**config.mk**
```make
export PLATFORM = sky130hd
export DESIGN_NAME = mmcm_drp_sequencer
export DESIGN_NICKNAME = d
export VERILOG_FILES = /design/src/rtl/mmcm_drp_sequencer_pkg.sv /design/src/rtl/mmcm_drp_sequencer.sv
export SDC_FILE = /design/constraint.sdc
export NUM_CORES = 1
export LEC_CHECK = 0
export CORE_MARGIN = 2
export CORE_UTILIZATION = 46
export CTS_CLUSTER_SIZE = 24
export DETAILED_ROUTE_END_ITERATION = 7
export PLACE_DENSITY_LB_ADDON = 0.15
export SETUP_SLACK_MARGIN = 0.15
export SLEW_MARGIN = 25
export SYNTH_ARGS = -nofsm -noshare
export SYNTH_HDL_FRONTEND = slang
export SYNTH_SLANG_ARGS = --single-unit
```
**constraint.sdc**
```tcl
create_clock -name CLK -period 1.9 [get_ports CLK]
set_input_delay 0.285 -clock CLK [delete_from_list [all_inputs] [get_ports CLK]]
set_output_delay 0.285 -clock CLK [all_outputs]
set_load 0.01 [all_outputs]
```
**src/rtl/mmcm_drp_sequencer_pkg.sv**
```systemverilog
// Shared clock-configuration parameters: the config ROM entry layout and the
// sequencer defaults used by mmcm_drp_sequencer.
package mmcm_drp_sequencer_pkg;

  localparam int unsigned BRAM_CNT_SELECT_CLOCK = 2;

  localparam int unsigned ROM_AW = 5;
  localparam int unsigned ROM_DW = 39;
  localparam int unsigned DRP_AW = 7;
  localparam int unsigned DRP_DW = 16;

  // Entry 31 is a table-level marker; bit 0 says the ROM holds a usable config.
  localparam int unsigned ROM_VALID_IDX = 31;
  localparam int unsigned ROM_VALID_BIT = 0;

  localparam int unsigned N_ENTRIES_DEFAULT  = 23;
  localparam int unsigned LOCK_IGNORE_CYCLES = 2;

  // Field positions: {DRP addr[38:32], keep-mask[31:16], set-data[15:0]}
  typedef struct packed {
    logic [DRP_AW-1:0] daddr;
    logic [DRP_DW-1:0] mask;
    logic [DRP_DW-1:0] data;
  } rom_entry_t;

  // Mask bits keep the current register contents; cleared bits take ROM data.
  function automatic logic [DRP_DW-1:0] drp_merge(
    input logic [DRP_DW-1:0] rd,
    input logic [DRP_DW-1:0] mask,
    input logic [DRP_DW-1:0] data
  );
    return (rd & mask) | (data & ~mask);
  endfunction

endpackage

```
**src/rtl/mmcm_drp_sequencer.sv**
```systemverilog
// Applies a clock-config ROM to an MMCM over DRP: read-modify-write per entry
// while the MMCM is held in reset, then waits for lock.
module mmcm_drp_sequencer
  import mmcm_drp_sequencer_pkg::*;
#(
  parameter int unsigned N_ENTRIES    = N_ENTRIES_DEFAULT,
  parameter int unsigned DRDY_TIMEOUT = 255,
  parameter int unsigned LOCK_TIMEOUT = 65535
) (
  input  logic              CLK,
  input  logic              RST_N,
  input  logic              START,
  output logic [ROM_AW-1:0] ROM_ADDR,
  input  logic [ROM_DW-1:0] ROM_DATA,
  output logic [DRP_AW-1:0] DADDR,
  output logic [DRP_DW-1:0] DI,
  input  logic [DRP_DW-1:0] DO,
  output logic              DEN,
  output logic              DWE,
  input  logic              DRDY,
  input  logic              LOCKED,
  output logic              MMCM_RST,
  output logic              BUSY,
  output logic              DONE,
  output logic              ERROR
);

  localparam int unsigned CNT_MAX = (LOCK_TIMEOUT > DRDY_TIMEOUT) ? LOCK_TIMEOUT : DRDY_TIMEOUT;
  localparam int unsigned CNT_W   = $clog2(CNT_MAX + 1);

  localparam logic [CNT_W-1:0]  DRDY_LAST  = CNT_W'(DRDY_TIMEOUT - 1);
  localparam logic [CNT_W-1:0]  LOCK_LAST  = CNT_W'(LOCK_TIMEOUT - 1);
  localparam logic [CNT_W-1:0]  LOCK_BLANK = CNT_W'(LOCK_IGNORE_CYCLES);
  localparam logic [ROM_AW-1:0] LAST_IDX   = ROM_AW'(N_ENTRIES - 1);
  localparam logic [ROM_AW-1:0] VALID_ADDR = ROM_AW'(ROM_VALID_IDX);

  typedef enum logic [3:0] {
    IDLE,
    CHK_RD,
    CHK,
    RST_ON,
    ROM_RD,
    DRP_RD,
    WAIT_RD,
    DRP_WR,
    WAIT_WR,
    RST_OFF,
    WAIT_LOCK,
    FIN
  } state_t;

  state_t            state;
  logic [ROM_AW-1:0] entry_idx;
  logic              rom_wait;
  logic [DRP_DW-1:0] entry_mask;
  logic [DRP_DW-1:0] entry_data;
  logic [CNT_W-1:0]  cnt;
  rom_entry_t        rom_entry;

  assign rom_entry = ROM_DATA;

  always_ff @(posedge CLK or negedge RST_N) begin
    if (!RST_N) begin
      state      <= IDLE;
      entry_idx  <= '0;
      rom_wait   <= 1'b0;
      entry_mask <= '0;
      entry_data <= '0;
      cnt        <= '0;
      ROM_ADDR   <= '0;
      DADDR      <= '0;
      DI         <= '0;
      DEN        <= 1'b0;
      DWE        <= 1'b0;
      MMCM_RST   <= 1'b0;
      BUSY       <= 1'b0;
      DONE       <= 1'b0;
      ERROR      <= 1'b0;
    end else begin
      DONE <= 1'b0;
      case (state)
        IDLE: begin
          if (START) begin
            ERROR    <= 1'b0;
            BUSY     <= 1'b1;
            ROM_ADDR <= VALID_ADDR;
            state    <= CHK_RD;
          end
        end

        CHK_RD: state <= CHK;

        CHK: begin
          if (ROM_DATA[ROM_VALID_BIT]) begin
            state <= RST_ON;
          end else begin
            ERROR <= 1'b1;
            state <= FIN;
          end
        end

        RST_ON: begin
          MMCM_RST  <= 1'b1;
          entry_idx <= '0;
          ROM_ADDR  <= '0;
          rom_wait  <= 1'b0;
          state     <= ROM_RD;
        end

        // Two cycles: address goes out, then the BRAM output is valid and the
        // read strobe is launched with the entry's DRP address.
        ROM_RD: begin
          if (!rom_wait) begin
            rom_wait <= 1'b1;
          end else begin
            rom_wait   <= 1'b0;
            entry_mask <= rom_entry.mask;
            entry_data <= rom_entry.data;
            DADDR      <= rom_entry.daddr;
            DEN        <= 1'b1;
            DWE        <= 1'b0;
            cnt        <= '0;
            state      <= DRP_RD;
          end
        end

        DRP_RD: begin
          DEN   <= 1'b0;
          cnt   <= cnt + 1'b1;
          state <= WAIT_RD;
        end

        WAIT_RD: begin
          if (DRDY) begin
            DI    <= drp_merge(DO, entry_mask, entry_data);
            DEN   <= 1'b1;
            DWE   <= 1'b1;
            cnt   <= '0;
            state <= DRP_WR;
          end else if (cnt >= DRDY_LAST) begin
            ERROR <= 1'b1;
            state <= RST_OFF;
          end else begin
            cnt <= cnt + 1'b1;
          end
        end

        DRP_WR: begin
          DEN   <= 1'b0;
          DWE   <= 1'b0;
          cnt   <= cnt + 1'b1;
          state <= WAIT_WR;
        end

        WAIT_WR: begin
          if (DRDY) begin
            if (entry_idx == LAST_IDX) begin
              state <= RST_OFF;
            end else begin
              entry_idx <= entry_idx + 1'b1;
              ROM_ADDR  <= entry_idx + 1'b1;
              state     <= ROM_RD;
            end
          end else if (cnt >= DRDY_LAST) begin
            ERROR <= 1'b1;
            state <= RST_OFF;
          end else begin
            cnt <= cnt + 1'b1;
          end
        end

        RST_OFF: begin
          MMCM_RST <= 1'b0;
          cnt      <= '0;
          state    <= WAIT_LOCK;
        end

        // LOCKED may still reflect the pre-reset lock right after release.
        WAIT_LOCK: begin
          if (LOCKED && (cnt >= LOCK_BLANK)) begin
            state <= FIN;
          end else if (cnt >= LOCK_LAST) begin
            ERROR <= 1'b1;
            state <= FIN;
          end else begin
            cnt <= cnt + 1'b1;
          end
        end

        FIN: begin
          DONE  <= 1'b1;
          BUSY  <= 1'b0;
          state <= IDLE;
        end

        default: begin
          BUSY  <= 1'b0;
          state <= IDLE;
        end
      endcase
    end
  end

endmodule

```
==> flow_summary.json <==
{
  "outcome": "finished, violations left",
  "violated_checks": "negative setup slack",
  "cts_sinks": 92,
  "final.fill_count": 637,
  "cts_buffers": 9,
  "fin_util_pct": 76.13,
  "post-place-ws_ps": -218.0,
  "slew_headroom_pct": 67.60,
  "synth_top_flop_cell": "sky130_fd_sc_hd__dfrtp_1",
  "finalMaxSlewViolations": 0,
  "placement.io_buffers": 93,
  "fin_tns_setup_ps": -834.1,
  "max-vdd-ir-drop_uv": 956.9,
  "yosysTopAreaCellShare_pct": 51.08,
  "placed_cells_incl_taps": 698,
  "cts.reportedPaths.clkPinSlew_ps": 100,
  "synth.top_cells.by_count": "sky130_fd_sc_hd__dfrtp_1 (92), sky130_fd_sc_hd__a21oi_1 (44), sky130_fd_sc_hd__mux2_2 (43), sky130_fd_sc_hd__nor2_1 (43), sky130_fd_sc_hd__o21ai_0 (18)",
  "timing.final.crit_share_pct": 109.4,
  "routed_wire_length_per_instance_um": 19.55,
  "post-route-drc-count": 0,
  "synth_edf_count": 0,
  "grt_pass1_wl_um": 19890,
  "post_route_cells_drive_above_1_share_pct": 39.32,
  "layout_min_cycle_time_ps": 2080,
  "totalWireLength_um": 14680,
  "design.portCount": 94,
  "endpoint_kind": "flip-flop",
  "r2r-start": "cnt[1]",
  "final-hold-violation-count": 0,
  "worstSetupStartpoint": "cnt[1]",
  "synthDominantAreaCellType": "sky130_fd_sc_hd__dfrtp_1",
  "cts_htree_levels": 3,
  "yosys.area_share.xor_xnor_pct": 0.3887,
  "cts.path.max_buffers": 2,
  "cp_num_buf_inv": 2,
  "yosysSeqAreaShare_pct": 51.08,
  "area_growth_pct": 62.83,
  "fraction_of_the_mapped_netlist_area_in_compound_gates_pct": 14.80,
  "fin_cells": 751,
  "synth_area_um2": 4507,
  "synth-seq-cells": 92,
  "global_route.overflow_total": 0,
  "max_slew.worst_pin.slew_ps": 480.9,
  "critical_path_arrival_ps": 2400,
  "synthSimpleGateAreaFrac_pct": 15.07,
  "synth_cells": 427,
  "detailedRoute.firstIterationViolations": 257,
  "cap_viol_max_count": 0,
  "worst_slack_ps": -179.5,
  "regArea_um2": 2305,
  "yosysWarningCount": 0,
  "worst-endpoint-required_ps": 2220,
  "multi_input_area_um2": 2655,
  "ant_nets": 0,
  "first_global_vias": 4056,
  "core_area_um2": 9639,
  "start_kind": "flip-flop",
  "post-layout-total-power_uw": 10330,
  "die_height_um": 103.0,
  "dieWidth_um": 103.0,
  "gp_congestion": 0.9117,
  "post_synth_fa_ha_maj_area_fraction_pct": 1.110,
  "grt_max_degree": 46,
  "via_per_inst": 5.746,
  "num_rows": 36,
  "ys_types": 55,
  "async_reset_ff_share_pct": 100.0,
  "worst_path_largest_cell_delay_ps": 440,
  "grt_setup_unrepaired": "yes",
  "avgSynthCellArea_um2": 10.55,
  "timing.final.setup_violations": 13,
  "powerDensity_nw_per_um2": 1407,
  "fin_skew_ps": 12.86,
  "synth_top_family_by_area": "simple AND/OR/NAND/NOR gates",
  "final_nets": 678,
  "clock_tree_from_tritoncts": "built",
  "grt_use_total_pct": 24.35,
  "cp_max_fo": 7,
  "vias": 4315,
  "detailedPlacementHpwl_um": 8251,
  "post-synth-top-count-cell": "sky130_fd_sc_hd__dfrtp_1",
  "detailedRoute.firstPassIterationCount": 6,
  "cp_top_family": "compound AO/OA/AOI/OAI gates",
  "leakagePower_uw": 0.003271,
  "cp_slowest_cell": "sky130_fd_sc_hd__dfrtp_1",
  "synth_fp_nets": 491,
  "diodes": 0,
  "initial_core_utilization_pct": 46.75,
  "clockRootBuffer": "sky130_fd_sc_hd__clkbuf_8",
  "synthTopCellsByArea": "sky130_fd_sc_hd__dfrtp_1 (51%), sky130_fd_sc_hd__mux2_2 (11%), sky130_fd_sc_hd__a21oi_1 (4.9%)",
  "achievable-frequency_mhz": 480.9,
  "antenna_found_initial": 0,
  "hold_path.class": "primary input to asynchronous set/reset pin",
  "floorplan.die_area_um2": 10600,
  "worstSkewPairLatency_ps": 380,
  "muxShareOfSynthArea_pct": 14.30,
  "timing.setup.critical_path_class": "flip-flop to flip-flop",
  "path_cells": "ha_2 -> o211ai_1 -> nor2_2 -> o21a_1 -> buf_4 -> buf_6 -> or3_1 -> a21oi_2"
}
[metrics by stage]
step | cell area [um2] | hold WS (ps)
2_1_floorplan | 4549 | -10.59
3_3_place_gp | 6090 | 255.5
3_5_place_dp | 6090 | 264.1
4_1_cts | 6685 | 408.0
5_1_grt | 7338 | 440.3
6_report | 7338 | 386.2
[power breakdown]
part / total, uW / internal, uW / switching [uW]
Clock: 1350 / 610 / 743
Combinational: 5670 / 3170 / 2490
Sequential: 3310 / 2760 / 547
[placed cells by master, fill, tap and decap left out, types with 3 or more instances in the layout]
cell,instances
sky130_fd_sc_hd__a21o_1,3
sky130_fd_sc_hd__a21oi_1,37
sky130_fd_sc_hd__a21oi_2,5
sky130_fd_sc_hd__a31oi_1,4
sky130_fd_sc_hd__buf_12,3
sky130_fd_sc_hd__buf_4,74
sky130_fd_sc_hd__buf_6,18
sky130_fd_sc_hd__buf_8,4
sky130_fd_sc_hd__clkbuf_16,5
sky130_fd_sc_hd__clkbuf_8,9
sky130_fd_sc_hd__clkdlybuf4s50_1,92
sky130_fd_sc_hd__dfrtp_1,90
sky130_fd_sc_hd__inv_1,6
sky130_fd_sc_hd__mux2_2,4
sky130_fd_sc_hd__mux2_4,39
sky130_fd_sc_hd__mux2i_1,16
sky130_fd_sc_hd__nand2_1,12
sky130_fd_sc_hd__nand2_4,3
sky130_fd_sc_hd__nand2b_1,6
sky130_fd_sc_hd__nand3_1,11
sky130_fd_sc_hd__nand3_4,4
sky130_fd_sc_hd__nand4_1,7
sky130_fd_sc_hd__nor2_1,32
sky130_fd_sc_hd__nor2_2,5
sky130_fd_sc_hd__nor2_4,6
sky130_fd_sc_hd__nor2b_1,7
sky130_fd_sc_hd__nor3_1,5
sky130_fd_sc_hd__nor4_2,3
sky130_fd_sc_hd__nor4_4,5
sky130_fd_sc_hd__o21ai_0,6
sky130_fd_sc_hd__o21ai_1,6
sky130_fd_sc_hd__o21ai_2,5
sky130_fd_sc_hd__o22a_1,9
sky130_fd_sc_hd__o22a_2,3
[repair_timing]
| action | CTS | global route |
|---|---|---|
| hold buffers | 1 | 0 |
| pin swaps | 37 | 24 |
| resized for setup | 56 | 102 |
| endpoints found under the hold margin | 28 | 0 |
| cloned | 3 | 8 |
| buffers inserted | 12 | 14 |
| setup endpoints to repair | 83 | 86 |
[per-layer routing]
metal,vias to the layer above,global-route usage (%),wire (um)
met5,-,0,0
met4,0,8.907,302
met3,31,3.525,727
met2,177,42.46,7623
met1,2163,30.81,6028
li1,1944,-,-
[registers in the layout, summed over array words and instances (netlist names)]
register	flops
DI	16
cnt	16
entry_data	16
entry_mask	16
DADDR	7
ROM_ADDR	5
entry_idx	5
state	4
BUSY	1
DEN	1
DONE	1
DWE	1
ERROR	1
MMCM_RST	1
rom_wait	1
[kinds of logic (layout without fill, tap and decap cells)]
family	Yosys count	count (layout)
XOR/XNOR	2	2
AO/OA/AOI/OAI	106	107
buffers and inverters	34	223
multiplexers	59	59
AND/OR/NAND/NOR	130	131
flip-flops	92	92
adder cells (fa/ha/maj)	4	4
[layout make-up]
| cell class | count | area share, % |
|---|---|---|
| flip-flops and latches | 92 | 31.41 |
| inverters | 9 | 0.4604 |
| clock buffers | 10 | 1.739 |
| multi-input cells | 303 | 36.18 |
| repair buffers | 199 | 27.11 |
| clock inverters | 5 | 0.8355 |
| well taps | 133 | 2.268 |
[worst paths after layout]
| kind | endpoint | slack (ps) | depth (start not counted) |
|---|---|---|---|
| setup reg to reg | cnt[4] | -180 | 8 |
| hold / removal | BUSY | 390 | 2 |
| hold reg to reg | entry_data[0] | 520 | 1 |
| max in group asynchronous | cnt[6] | 870 | 3 |
| min in group CLK | entry_data[0] | 520 | 1 |
| setup / recovery | cnt[4] | -180 | 8 |
(Power assumes the default switching activity.)
